$ cat src/rtl/ndata_typed_arbiter_pkg.sv
// Shared types for the typed ndata arbiter: element type token, element data,
// arbiter state encoding and grant-width helper.
package ndata_typed_arbiter_pkg;

  typedef enum logic {TYPE_32 = 1'b0, TYPE_64 = 1'b1} type_t;
  typedef logic [63:0] data_t;

  localparam int TYPE_WIDTH = $bits(type_t);
  localparam int DATA_WIDTH = $bits(data_t);

  typedef enum logic {ARB_IDLE, ARB_BUSY} arb_state_t;

  function automatic int GET_TYPE_WIDTH(type_t t);
    return (t == TYPE_64) ? 64 : 32;
  endfunction

  // Grant index width; a single-requester build still needs one bit.
  function automatic int grant_width(int n);
    return (n > 1) ? $clog2(n) : 1;
  endfunction

endpackage

$ cat src/rtl/ndata_typed_arbiter_rr_select.sv
// Combinational round-robin picker: first eligible index after ptr, wrapping.
// Reusable by any arbiter that keeps its own priority pointer.
module ndata_typed_arbiter_rr_select
  import ndata_typed_arbiter_pkg::*;
#(
  parameter int N = 2,
  localparam int W = grant_width(N)
) (
  input  logic [N-1:0] elig,
  input  logic [W-1:0] ptr,
  output logic         found,
  output logic [W-1:0] index
);

  int cand;

  always_comb begin
    found = 1'b0;
    index = '0;
    cand  = 0;
    for (int off = 1; off <= N; off++) begin
      cand = (int'(ptr) + off) % N;
      if (!found && elig[cand[W-1:0]]) begin
        found = 1'b1;
        index = W'(cand);
      end
    end
  end

endmodule

$ cat src/rtl/ndata_typed_arbiter.sv
// Packet-level round-robin arbiter muxing NUM_REQUESTERS typed ndata streams
// into one downstream adapter; the grant is locked from first beat to last.
module ndata_typed_arbiter
  import ndata_typed_arbiter_pkg::*;
#(
  parameter int NUM_REQUESTERS = 2,
  parameter int NUM_ELEMENTS   = 4,
  localparam int GW = grant_width(NUM_REQUESTERS),
  localparam int BW = NUM_ELEMENTS * DATA_WIDTH
) (
  input  logic                                 clk,
  input  logic                                 rst_n,
  input  logic [NUM_REQUESTERS-1:0]            in_type_valid,
  output logic [NUM_REQUESTERS-1:0]            in_type_ready,
  input  logic [NUM_REQUESTERS*TYPE_WIDTH-1:0] in_type_data,
  input  logic [NUM_REQUESTERS-1:0]            in_valid,
  output logic [NUM_REQUESTERS-1:0]            in_ready,
  input  logic [NUM_REQUESTERS-1:0]            in_last,
  input  logic [NUM_REQUESTERS*NUM_ELEMENTS-1:0] in_keep,
  input  logic [NUM_REQUESTERS*BW-1:0]         in_data,
  output logic                                 out_type_valid,
  input  logic                                 out_type_ready,
  output logic [TYPE_WIDTH-1:0]                out_type_data,
  output logic                                 out_valid,
  input  logic                                 out_ready,
  output logic                                 out_last,
  output logic [NUM_ELEMENTS-1:0]              out_keep,
  output logic [BW-1:0]                        out_data,
  output logic [GW-1:0]                        grant,
  output logic                                 busy,
  output logic [31:0]                          pkt_count
);

  logic [TYPE_WIDTH-1:0]   req_type [NUM_REQUESTERS];
  logic [NUM_ELEMENTS-1:0] req_keep [NUM_REQUESTERS];
  logic [BW-1:0]           req_data [NUM_REQUESTERS];

  for (genvar i = 0; i < NUM_REQUESTERS; i++) begin : g_unpack
    assign req_type[i] = in_type_data[i*TYPE_WIDTH +: TYPE_WIDTH];
    assign req_keep[i] = in_keep[i*NUM_ELEMENTS +: NUM_ELEMENTS];
    assign req_data[i] = in_data[i*BW +: BW];
  end

  arb_state_t state_q, state_d;
  logic [GW-1:0] grant_q, grant_d;
  logic [GW-1:0] ptr_q, ptr_d;
  type_t         type_q, type_d;
  logic [31:0]   cnt_q, cnt_d;
  logic          busy_q, busy_d;

  logic [NUM_REQUESTERS-1:0] elig;
  logic                      sel_found;
  logic [GW-1:0]             sel_index;
  logic                      is_busy;
  logic                      pkt_done;

  assign elig    = in_type_valid & in_valid;
  assign is_busy = (state_q == ARB_BUSY);

  ndata_typed_arbiter_rr_select #(.N(NUM_REQUESTERS)) u_rr_select (
    .elig  (elig),
    .ptr   (ptr_q),
    .found (sel_found),
    .index (sel_index)
  );

  // Zero-latency datapath: while BUSY the granted stream passes straight through.
  always_comb begin
    out_valid      = 1'b0;
    out_last       = 1'b0;
    out_keep       = '0;
    out_data       = '0;
    out_type_valid = 1'b0;
    out_type_data  = '0;
    in_ready       = '0;
    in_type_ready  = '0;
    if (is_busy) begin
      out_valid               = in_valid[grant_q];
      out_last                = in_last[grant_q];
      out_keep                = req_keep[grant_q];
      out_data                = req_data[grant_q];
      out_type_valid          = 1'b1;
      out_type_data           = type_q;
      in_ready[grant_q]       = out_ready;
      in_type_ready[grant_q]  = out_type_ready;
    end
  end

  assign pkt_done = is_busy && out_valid && out_ready && out_last;

  always_comb begin
    state_d = state_q;
    grant_d = grant_q;
    ptr_d   = ptr_q;
    type_d  = type_q;
    cnt_d   = cnt_q;
    case (state_q)
      ARB_IDLE: begin
        if (sel_found) begin
          grant_d = sel_index;
          type_d  = type_t'(req_type[sel_index]);
          state_d = ARB_BUSY;
        end
      end
      ARB_BUSY: begin
        // Winner becomes lowest priority for the next arbitration.
        if (pkt_done) begin
          ptr_d   = grant_q;
          cnt_d   = cnt_q + 32'd1;
          state_d = ARB_IDLE;
        end
      end
      default: state_d = ARB_IDLE;
    endcase
    busy_d = (state_d == ARB_BUSY);
  end

  always_ff @(posedge clk or negedge rst_n) begin
    if (!rst_n) begin
      state_q <= ARB_IDLE;
      grant_q <= '0;
      ptr_q   <= GW'(NUM_REQUESTERS - 1);
      type_q  <= TYPE_32;
      cnt_q   <= '0;
      busy_q  <= 1'b0;
    end else begin
      state_q <= state_d;
      grant_q <= grant_d;
      ptr_q   <= ptr_d;
      type_q  <= type_d;
      cnt_q   <= cnt_d;
      busy_q  <= busy_d;
    end
  end

  assign grant     = grant_q;
  assign busy      = busy_q;
  assign pkt_count = cnt_q;

endmodule

$ cat config.mk
export PLATFORM = sky130hd
export DESIGN_NAME = ndata_typed_arbiter
export DESIGN_NICKNAME = d
export VERILOG_FILES = /design/src/rtl/ndata_typed_arbiter_pkg.sv /design/src/rtl/ndata_typed_arbiter_rr_select.sv /design/src/rtl/ndata_typed_arbiter.sv
export SDC_FILE = /design/constraint.sdc
export NUM_CORES = 1
export LEC_CHECK = 0
export ABC_AREA = 1
export CAP_MARGIN = 5
export CORE_AREA = 5 5 318 320
export DETAILED_ROUTE_END_ITERATION = 8
export DIE_AREA = 0 0 323 325
export PLACE_DENSITY = 0.32
export SYNTH_ARGS = -nofsm -noshare
export SYNTH_HDL_FRONTEND = slang
export SYNTH_HIERARCHICAL = 1
export SYNTH_SLANG_ARGS = --single-unit
export TNS_END_PERCENT = 50
$ cat constraint.sdc
create_clock -name clk -period 1.6 [get_ports clk]
set_input_delay 0.4 -clock clk [delete_from_list [all_inputs] [get_ports clk]]
set_output_delay 0.4 -clock clk [all_outputs]
set_load 0.02 [all_outputs]
==> results of run 1 <==
-- flip-flops by register name, indices dropped and copies added (netlist names) --
| signal | cells |
|---|---|
| type_q | 1 |
| grant | 1 |
| pkt_count | 32 |
| busy | 1 |
| ptr_q | 1 |
-- worst max-delay path by stage --
stage | start | endpoint | cells past startpoint
detailed placement | grant | out_data[243] | 8
finish | grant | out_data[174] | 9
global route | grant | out_data[73] | 9
CTS | grant | out_data[237] | 8
global placement | grant | out_data[243] | 8
floorplan | grant | out_data[103] | 5
-- metrics by stage --
stage | setup WS, ns | util | power, mW | TNS [ns]
3_3_place_gp | -0.8295 | 0.1874 | 25.57 | -177.13
4_1_cts | -0.9867 | 0.1916 | 26.96 | -230.44
5_1_grt | -0.8147 | 0.2145 | 32.63 | -198.91
3_5_place_dp | -0.8528 | 0.1874 | 25.47 | -178.88
6_report | -0.7399 | 0.2146 | 30.79 | -173.85
2_1_floorplan | -0.1719 | - | 10.99 | -32.75
-- per-layer routing --
| metal | up-vias | share of wire | track usage |
|---|---|---|---|
| met2 | 535 | 0.47 | 0.2058 |
| li1 | 5833 | - | - |
| met3 | 60 | 0.11 | 0.05562 |
| met5 | - | 0.00054 | 0 |
| met4 | 8 | 0.018 | 0.01982 |
| met1 | 5741 | 0.41 | 0.1512 |
-- final cells by class --
class                   count  area (µm²)
inverters                  35       170.2
diodes                      6       15.01
multi-input cells        1033        6232
clock buffers               7       152.6
clock inverters             1       30.03
repair inverters            3       36.28
flip-flops and latches     36       907.1
well taps                1287        1610
repair buffers           1089       11840
fillers                 11000       76850
-- worst max-delay path, delay by kind of cell, from the launching register on --
family          cells  cell delay, ns
buf+inv             7            0.88
flops               1            0.51
compound gates      1            0.18
simple gates        1            0.06
-- where the power goes --
group,total (mW),internal (mW),leakage (nW),switching (mW)
clock,1.23,0.822,0.0902,0.412
combinational,28.4,13.3,7.89,15.1
sequential,1.18,1.05,0.482,0.134
total,30.8,15.2,8.46,15.6
-- cell usage in the layout, fill, tap and decap left out, types with 12 or more instances in the layout --
master	n
a21oi_1	71
a21oi_2	91
a21oi_4	99
buf_12	107
buf_2	19
buf_4	231
buf_6	97
clkbuf_16	24
clkbuf_2	12
clkdlybuf4s15_2	26
clkdlybuf4s50_1	559
dfrtp_1	33
inv_1	31
nand2_1	562
nand2_2	64
nand2_4	31
nand3_1	18
nand4_1	13
nor2_1	49
-- repair_timing --
| item | in CTS | in global routing |
|---|---|---|
| cloned | 0 | 28 |
| resized for setup | 245 | 812 |
| pin swaps | 0 | 86 |
| buffers inserted | 0 | 81 |
| endpoints found under the setup margin | 330 | 330 |
-- cells by family (layout without fill, tap and decap cells) --
logic type,after synthesis,after routing,synth area share
flip-flops,36,36,0.1537
buffers and inverters,129,1135,0.09955
AO/OA/AOI/OAI,270,270,0.2307
AND/OR/NAND/NOR,756,756,0.5050
adder cells (fa/ha/maj),1,1,0.002131
XOR/XNOR,6,6,0.008953
other,0,6,0
==> run metrics, run 1 <==
First-pass DRT Iterations 5; placed cell areas 18,340 µm²; Setup WS post-layout -0.7399 ns; RD Place Congestion 0.8707; Leakage 8.462 nW; clock buffer depth 2; CTS clk-pin slew, worst paths 0.06 ns; GR Overflow Total 0; startpoint type of the worst setup path flip-flop; Fin Hold WS 0.4124 ns; Cells after Synth 1,198; Layout Cells excl Fill 3,497; largest net degree at the start of global routing 47; Most Frequent Cell on Critical Path buf_12; clock latency on the worst-skew pair 0.29 ns; actual slew at the worst max-slew pin 0.5475 ns; H-Tree Depth 2; routed wire length 78,050 µm; share of the synthesized area in the top cell type 0.4202; Core Area 97,840 µm²; Post-synth top flop dfrtp_1; top cells by area, synth nand2_1 (42%), a21oi_1 (22%), dfrtp_1 (15%), buf_2 (4.5%), nor2_1 (3.1%); synthesis-stage register bit count 36; WP data required 1.20 ns; drc violations 0; skew final 0.01162 ns; Cells after DPL 3,387; number of CTS-inserted buffers 5; Seq/Total Area, Yosys 0.1537; Arr. time, crit path 1.94 ns; reg-to-reg slack, setup -0.53 ns; status complete, but fails checks; Synth top cells by count nand2_1 (657), a21oi_1 (261), buf_2 (53); placement row count 115; first-pass GRT wire length 94,680 µm; Post-Layout Inst Area 20,990 µm²; area grow syn2layout 257.7%; DR vias 12,180; r2r startpoint grant; Mapped Area 5869 µm²; Worst setup EP type output port; Reg-to-Reg End pkt_count[26]; initial DRC count 571; Syn. warnings 6; die area 105,000 µm²; via/cell ratio 3.482; initial antenna violation count 10; worst min-delay path class primary input to async pin; worst r2r path cells 13; Hold Vio Cnt, Final 0; worst ir drop on vdd 0.5424 mV; final worst path period share 1.462; distinct cell type count after synthesis 25; CTS Root Cell clkbuf_16; crit path cell chain buf_12, clkinv_16, buf_16, buf_8, clkbuf_16, nand2_1, a21oi_2, buf_4, buf_12; asr flop ratio synth 1.000; Crit Path Class flip-flop to output port; crit path max fanout 11; Final min period 2.340 ns; GRT Total Usage 0.1243; Initial Util 0.05999; Synth area leader nand2_1; unrepaired setup endpoints after global routing yes; post-route ant nets 0; endpoints failing setup 331; Post-Syn Nets 1,731; Post-synth EDFFs 0; PortBufs 833; syn_area_per_cell 4.899 µm²; hold_buf cts 0; Power Density 1467 nW/µm²; CP peak stage delay 0.51 ns; most common cell in the netlist nand2_1; DP HPWL 61,590 µm; clock sink total 36; share of cells above drive strength 1 0.3798; Slew HR 0.6312; number of global-route vias before repair 12,230; CP max stage cell dfrtp_4; per-cell routed wire length 22.32 µm; failing checks setup timing; max frequency 427.4 MHz; CTS tree built; Die X 323 µm; NumNets Final 2,736; Die Height 325 µm; Max-Cap Viols 0; # IOs 834; Final Slew Violations 0
Power figures use the tool's default switching activity.
==> run 2, diff against run 1 <==
CORE_AREA = 5 5 317 319   (was 5 5 318 320)
DIE_AREA = 0 0 322 324   (was 0 0 323 325)
PLACE_DENSITY = 0.31   (was 0.32)
SYNTH_HIERARCHICAL = default   (was 1)
==> run 2 against run 1 <==
  * The run still ends with setup timing left
  * Sequential power down 7%
  * First-iteration DRC count down 36%
  * Sequential share of layout area up 0.90 points
  * Fmax down 3.3%
  * Design area down 17%
  * Synthesized cell count down 49%
  * Core utilization down 3.7 points
  * Die area down 0.62%
  * Clock skew down 0.0050 ns
==> run metrics, run 2 <==
Seq/Total Area, Yosys 0.1954 (+0.04169); WP data required 1.20 ns (about the same); largest family of logic cells by synthesized area compound AO/OA/AOI/OAI gates; Largest register FFs 32 (unchanged); clock sink total 36 (unchanged); simple-gate share of the synthesized area 0.1778 (-0.3272); Post-synth top flop dfrtp_1; Die X 322 µm (-0.31%); # IOs 834 (unchanged); status complete, but fails checks; Adder-Cell Fraction of Synth Area 0.002710 (+0.0005783); skew final 0.006607 ns (-0.005008 ns); Worst setup EP type output port; initial antenna violation count 40 (+30); post-route ant nets 0 (unchanged); placement row count 115 (unchanged); most common cell in the netlist a22o_1; placed cell areas 16,260 µm² (-11%); share of cells above drive strength 1 0.3108 (-0.06896); Power Density 1917 nW/µm² (+31%); Fin Setup TNS -178.27 ns (-4.422 ns); crit path cell chain inv_2, nor2_4, buf_12, buf_16, buf_12, buf_16, a22o_4, buf_6, buf_12; GRT Total Usage 0.1492 (+0.02497); per-cell routed wire length 30.74 µm (+38%); first-pass GRT wire length 102,500 µm (+8.3%); Compound-Gate Fraction of Synth Area 0.5030 (+0.2723); worst ir drop on vdd 0.6426 mV (+18%); clock latency on the worst-skew pair 0.29 ns (about the same); Fin Hold WS 0.4667 ns (+0.05432 ns); DP HPWL 76,010 µm (+23%); CTS Root Cell clkbuf_16; synthesis-stage register bit count 36 (unchanged); commonest non-fill, non-tap cell in the layout clkdlybuf4s50_1; XOR/XNOR Fraction of Synth Area 0.02656 (+0.01760); multiplexer area fraction after synthesis 0 (unchanged); DR vias 9,166 (-25%); Cells after Synth 605 (-49%); hold_buf cts 0 (unchanged); CP max stage cell dfrtp_2; NumNets Final 2,041 (-25%); Syn. warnings 0 (-6); syn_area_per_cell 7.631 µm² (+56%); worst min-delay path class flip-flop to flip-flop; asr flop ratio synth 1.000 (unchanged); post-layout util 0.1777 (-0.03689); area grow syn2layout 275.4%; area occupied by multi-input gates 3990 µm² (-36%); Final min period 2.420 ns (+0.07959 ns); final worst path period share 1.512 (+0.04974); drc violations 0 (unchanged); number of CTS-inserted buffers 5 (unchanged); Worst Path Buf+Inv 7 (unchanged); FF+latch area 904.6 µm² (-0.28%); Hold Vio Cnt, Final 0 (unchanged); commonest cells after routing, fill and taps aside clkdlybuf4s50_1 (568), a22o_1 (169), buf_4 (144); Die Height 324 µm (-0.31%); largest net degree at the start of global routing 39 (-17%); Final Slew Violations 0 (unchanged); Leakage 7.578 nW (-10%); crit path max fanout 15 (+4); Synth top cells by count a22o_1 (260), nand2_1 (95), buf_2 (43); Slew HR 0.7225 (+0.09136); actual slew at the worst max-slew pin 0.4149 ns (-0.1326 ns); distinct cell type count after synthesis 26 (+4.0%); failing checks setup timing; Mapped Area 4617 µm² (-21%); clock buffer depth 2 (unchanged); CP peak stage delay 0.43 ns (-0.08 ns); Post-Syn Nets 1,138 (-34%); die area 104,300 µm² (-0.62%); Setup WS post-layout -0.8195 ns (-0.07959 ns); GR Overflow Total 0 (unchanged); top cells by area, synth a22o_1 (49%), dfrtp_1 (19%), nand2_1 (7.7%), buf_2 (4.7%), nor2_1 (2.9%); Setup WS pre-CTS -0.8487 ns (+0.004155 ns); H-Tree Depth 2 (unchanged); startpoint type of the worst setup path flip-flop; number of global-route vias before repair 9,539 (-22%); Fill cells 10,870 (-1.2%); Most Frequent Cell on Critical Path buf_12; Post-Layout Inst Area 17,330 µm² (-17%); endpoints failing setup 333 (+0.60%); share of the synthesized area in the top cell type 0.4932 (+0.07306); First-pass DRT Iterations 5 (unchanged); initial DRC count 363 (-36%); PortBufs 833 (unchanged); RD Place Congestion 0.8816 (+1.3%); unrepaired setup endpoints after global routing yes; Crit Path Class flip-flop to output port; CP delay by family, top buffers and inverters; CTS clk-pin slew, worst paths 0.06 ns (about the same); routed wire length 86,230 µm (+10%); Synth area leader a22o_1; Initial Util 0.04733 (-0.01266); Post-synth EDFFs 0 (unchanged); CTS tree built; via/cell ratio 3.268 (-6.2%); Core Area 97,560 µm² (-0.29%); Max-Cap Viols 0 (unchanged); max frequency 413.3 MHz (-3.3%); Arr. time, crit path 2.02 ns (+0.08 ns)
[run 2: cell types whose count changed after synthesis, moves of 10 or more]
cell / before / now
nand2_1: 657 / 95
nor2_1: 49 / 36
buf_2: 53 / 43
a21oi_1: 261 / 1
a22o_1: 0 / 260
clkbuf_1: 30 / 16
[run 2: power by group]
group | internal [mW] | total (mW) | switching (mW)
registers | 1.02 | 1.10 | 0.0739
clock network | 0.576 | 0.996 | 0.420
logic | 14.8 | 31.1 | 16.3
total | 16.4 | 33.2 | 16.8
[run 2: kinds of logic after synthesis]
group | Yosys count
AOI/OAI and AO/OA | 269
xor gates and xnor gates | 14
adders and majority gates | 1
buffers and inverters | 99
DFF | 36
and+or+nand+nor | 186
[run 2: repair_timing]
action,4_1_cts,5_1_grt
setup endpoints to repair,334,336
gates cloned,1,9
pin swaps,6,33
setup buffers,2,14
resized for setup,224,242
[run 2: worst register-to-register path, delay by kind of cell, from the launching register on]
kind          cells  cell delay, ns
buf+inv           5            0.82
simple gates      6            0.57
flops             1            0.42
[run 2: routing by layer]
metal	vias to the layer above	wire (µm)	GRT usage
met5	-	191	0
met4	28	930	0.01009
met3	80	12830	0.09852
met2	518	40750	0.2529
met1	4389	31530	0.1641
li1	4151	-	-
[run 2: worst paths after layout]
kind / startpoint / to / slack [ns] / cells after the start
min reg2reg: ptr_q / ptr_q / 0.47 / 2
min: ptr_q / ptr_q / 0.47 / 2
max in group asynchronous: rst_n / ptr_q / 0.84 / 2
min in group asynchronous: rst_n / type_q / 0.51 / 2
max reg2reg: grant / pkt_count[1] / -0.32 / 11
max: busy / out_data[73] / -0.82 / 9
[run 2: final cells by class]
cell class              count  share of cell area
repair buffers            958              0.6066
multi-input cells         470              0.2302
well taps                1287             0.09291
flip-flops and latches     36             0.05219
inverters                  37            0.008591
clock buffers               6            0.007436
diodes                      9            0.001299
clock inverters             2           0.0007219
[run 2: per-stage QoR]
stage	power, mW	instances
5_1_grt	34.84	2796
4_1_cts	31.59	2777
6_report	33.23	2805
3_3_place_gp	30.24	2766
2_1_floorplan	12.16	605
3_5_place_dp	30.13	2766
==> run 3, diff against run 2 <==
PLACE_DENSITY = default   (was 0.31)
==> run 3 against run 2 <==
  * The run still ends with setup timing left
  * Design area rose by 12%
  * Worst hold slack lost 0.46 ns
  * Worst setup slack better by 0.15 ns
  * Non-clock buffer count rose by 40
  * Fmax rose by 6.5%
  * Clock-buffer cell count is 1 lower
  * Sequential power hardly changed
  * Sequential share of layout area is 0.56 points lower
  * First-iteration DRC count grew 54%
  * Via count increased by 5.7%
  * Power is 22% higher
  * Critical path depth decreased by 1
==> run metrics, run 3 (synthesis results as in run 2) <==
status complete, but fails checks; failing checks setup timing; via/cell ratio 3.400 (+4.1%); skew final 0.01344 ns (+0.006832 ns); Arr. time, crit path 1.87 ns (-0.15 ns); number of global-route vias before repair 9,571 (+0.34%); final worst path period share 1.420 (-0.09262); clock sink total 36 (unchanged); share of cells above drive strength 1 0.4022 (+0.09139); worst ir drop on vdd 1.096 mV (+71%); GRT Total Usage 0.1662 (+0.01700); Setup WS post-layout -0.6713 ns (+0.1482 ns); GR Overflow Total 0 (unchanged); Crit Path Class flip-flop to output port; commonest cells after routing, fill and taps aside clkdlybuf4s50_1 (556), a22o_4 (154), buf_6 (139); Worst setup EP type output port; number of CTS-inserted buffers 5 (unchanged); GRT met2 Usage 0.2355 (-0.01736); Most Frequent Cell on Critical Path buf_8; CTS clk-pin slew, worst paths 0.07 ns (about the same); per-cell routed wire length 34.16 µm (+11%); actual slew at the worst max-slew pin 0.3499 ns (-0.06499 ns); GR Util met1 0.1757 (+0.01157); NumNets Final 2,081 (+2.0%); commonest non-fill, non-tap cell in the layout clkdlybuf4s50_1; WP data required 1.20 ns (about the same); PortBufs 833 (unchanged); Power Density 2090 nW/µm² (+9.0%); Hold Vio Cnt, Final 0 (unchanged); Max-Cap Viols 0 (unchanged); CP max stage cell dfrtp_2; largest net degree at the start of global routing 33 (-15%); placement row count 115 (unchanged); Final min period 2.271 ns (-0.1482 ns); crit path max fanout 5 (-10); unrepaired setup endpoints after global routing yes; first-pass GRT wire length 110,500 µm (+7.8%); crit path cell chain inv_2, nor2_4, buf_8, clkbuf_16, buf_12, buf_8, a22o_4, buf_6; clock buffer depth 2 (unchanged); max frequency 440.3 MHz (+6.5%); Die Height 324 µm (unchanged); endpoints failing setup 326 (-2.1%); FF+latch area 904.6 µm² (unchanged); Slew HR 0.7667 (+0.04419); area grow syn2layout 320.9%; Initial Util 0.04733 (unchanged); initial antenna violation count 54 (+35%); startpoint type of the worst setup path flip-flop; Setup WS pre-CTS -0.6900 ns (+0.1587 ns); post-route ant nets 0 (unchanged); layer with the highest usage met2; drc violations 0 (unchanged); Final Slew Violations 0 (unchanged); Die X 322 µm (unchanged); Leakage 8.167 nW (+7.8%); RD Place Congestion 0.9175 (+4.1%); DP HPWL 83,720 µm (+10%); post-layout util 0.1992 (+0.02152); H-Tree Depth 2 (unchanged); Largest register FFs 32 (unchanged); # IOs 834 (unchanged); clock latency on the worst-skew pair 0.29 ns (about the same); initial DRC count 558 (+54%); DR vias 9,684 (+5.7%); CTS tree built; die area 104,300 µm² (unchanged); Core Area 97,560 µm² (unchanged); area occupied by multi-input gates 4647 µm² (+16%); CP peak stage delay 0.43 ns (about the same); CTS Root Cell clkbuf_16; First-pass DRT Iterations 7 (+2); routed wire length 97,270 µm (+13%); met3 global-route usage 0.1857 (+0.08722); worst min-delay path class primary input to async pin; Fill cells 10,730 (-1.3%)
[run 3: cell types whose count changed in the layout (fill, tap and decap cells not counted), sizes merged]
| cell | change |
|---|---|
| dlygate4sd2 | -4 |
| clkdlybuf4s50 | -12 |
| clkbuf | -4 |
| diode | +3 |
| bufbuf | +1 |
| clkinvlp | -1 |
| dlymetal6s2s | -33 |
| clkinv | +2 |
| clkdlybuf4s15 | -6 |
| buf | +97 |
[run 3: worst paths after layout]
kind                        from            end  slack (ns)  cells past startpoint
max                         busy   out_data[68]       -0.67                      8
min                        rst_n  pkt_count[24]       0.004                      1
max reg2reg                grant  pkt_count[31]       -0.38                     11
min reg2reg                ptr_q          ptr_q        0.47                      2
max in group asynchronous  rst_n   pkt_count[0]        1.07                      2
min in group clk           ptr_q          ptr_q        0.47                      2
[run 3: timing repair]
action | CTS | global route
buffers inserted | 32 | 16
gates cloned | 15 | 22
hold buffers | 0 | 0
resized for setup | 737 | 236
pin swaps | 104 | 61
setup endpoints to repair | 322 | 326
[run 3: final cells by class]
type / count / area share
antenna: 12 / 0.001545
clock buffer: 5 / 0.006439
clock inverter: 3 / 0.0009659
inverter: 37 / 0.007920
multi-input combinational: 470 / 0.2392
sequential: 36 / 0.04656
tap: 1287 / 0.08287
timing repair buffer: 998 / 0.6146
[run 3: worst max-delay path, delay by kind of cell, from the launching register on]
family,cells,cell delay (ns)
buffers and inverters,6,0.82
flip-flops,1,0.43
AO/OA/AOI/OAI,1,0.25
AND/OR/NAND/NOR,1,0.06
[run 3: metrics by stage]
stage	instances	setup TNS, ns	power, mW	hold WS, ns	instance area (µm²)
5_1_grt	2836	-181.79	42.62	0.03633	19400
6_report	2848	-162.32	40.62	0.003763	19430
4_1_cts	2805	-177.48	37.31	0.02743	18250
3_5_place_dp	2750	-142.69	31.38	0.3407	16520
2_1_floorplan	605	-36.83	12.16	0.1044	5015
3_3_place_gp	2750	-139.41	31.51	0.3385	16520
[run 3: metal layers]
| metal | wire [µm] | vias up |
|---|---|---|
| li1 | - | 4268 |
| met1 | 33820 | 4605 |
| met2 | 38920 | 667 |
| met3 | 23480 | 94 |
| met4 | 741 | 50 |
| met5 | 314 | - |
[run 3: power by group]
group          leakage [nW]  switching, mW  total (mW)  internal (mW)
clock                0.0736          0.457        1.03          0.577
combinational          7.61           18.8        38.5           19.6
sequential            0.486         0.0949        1.12           1.02
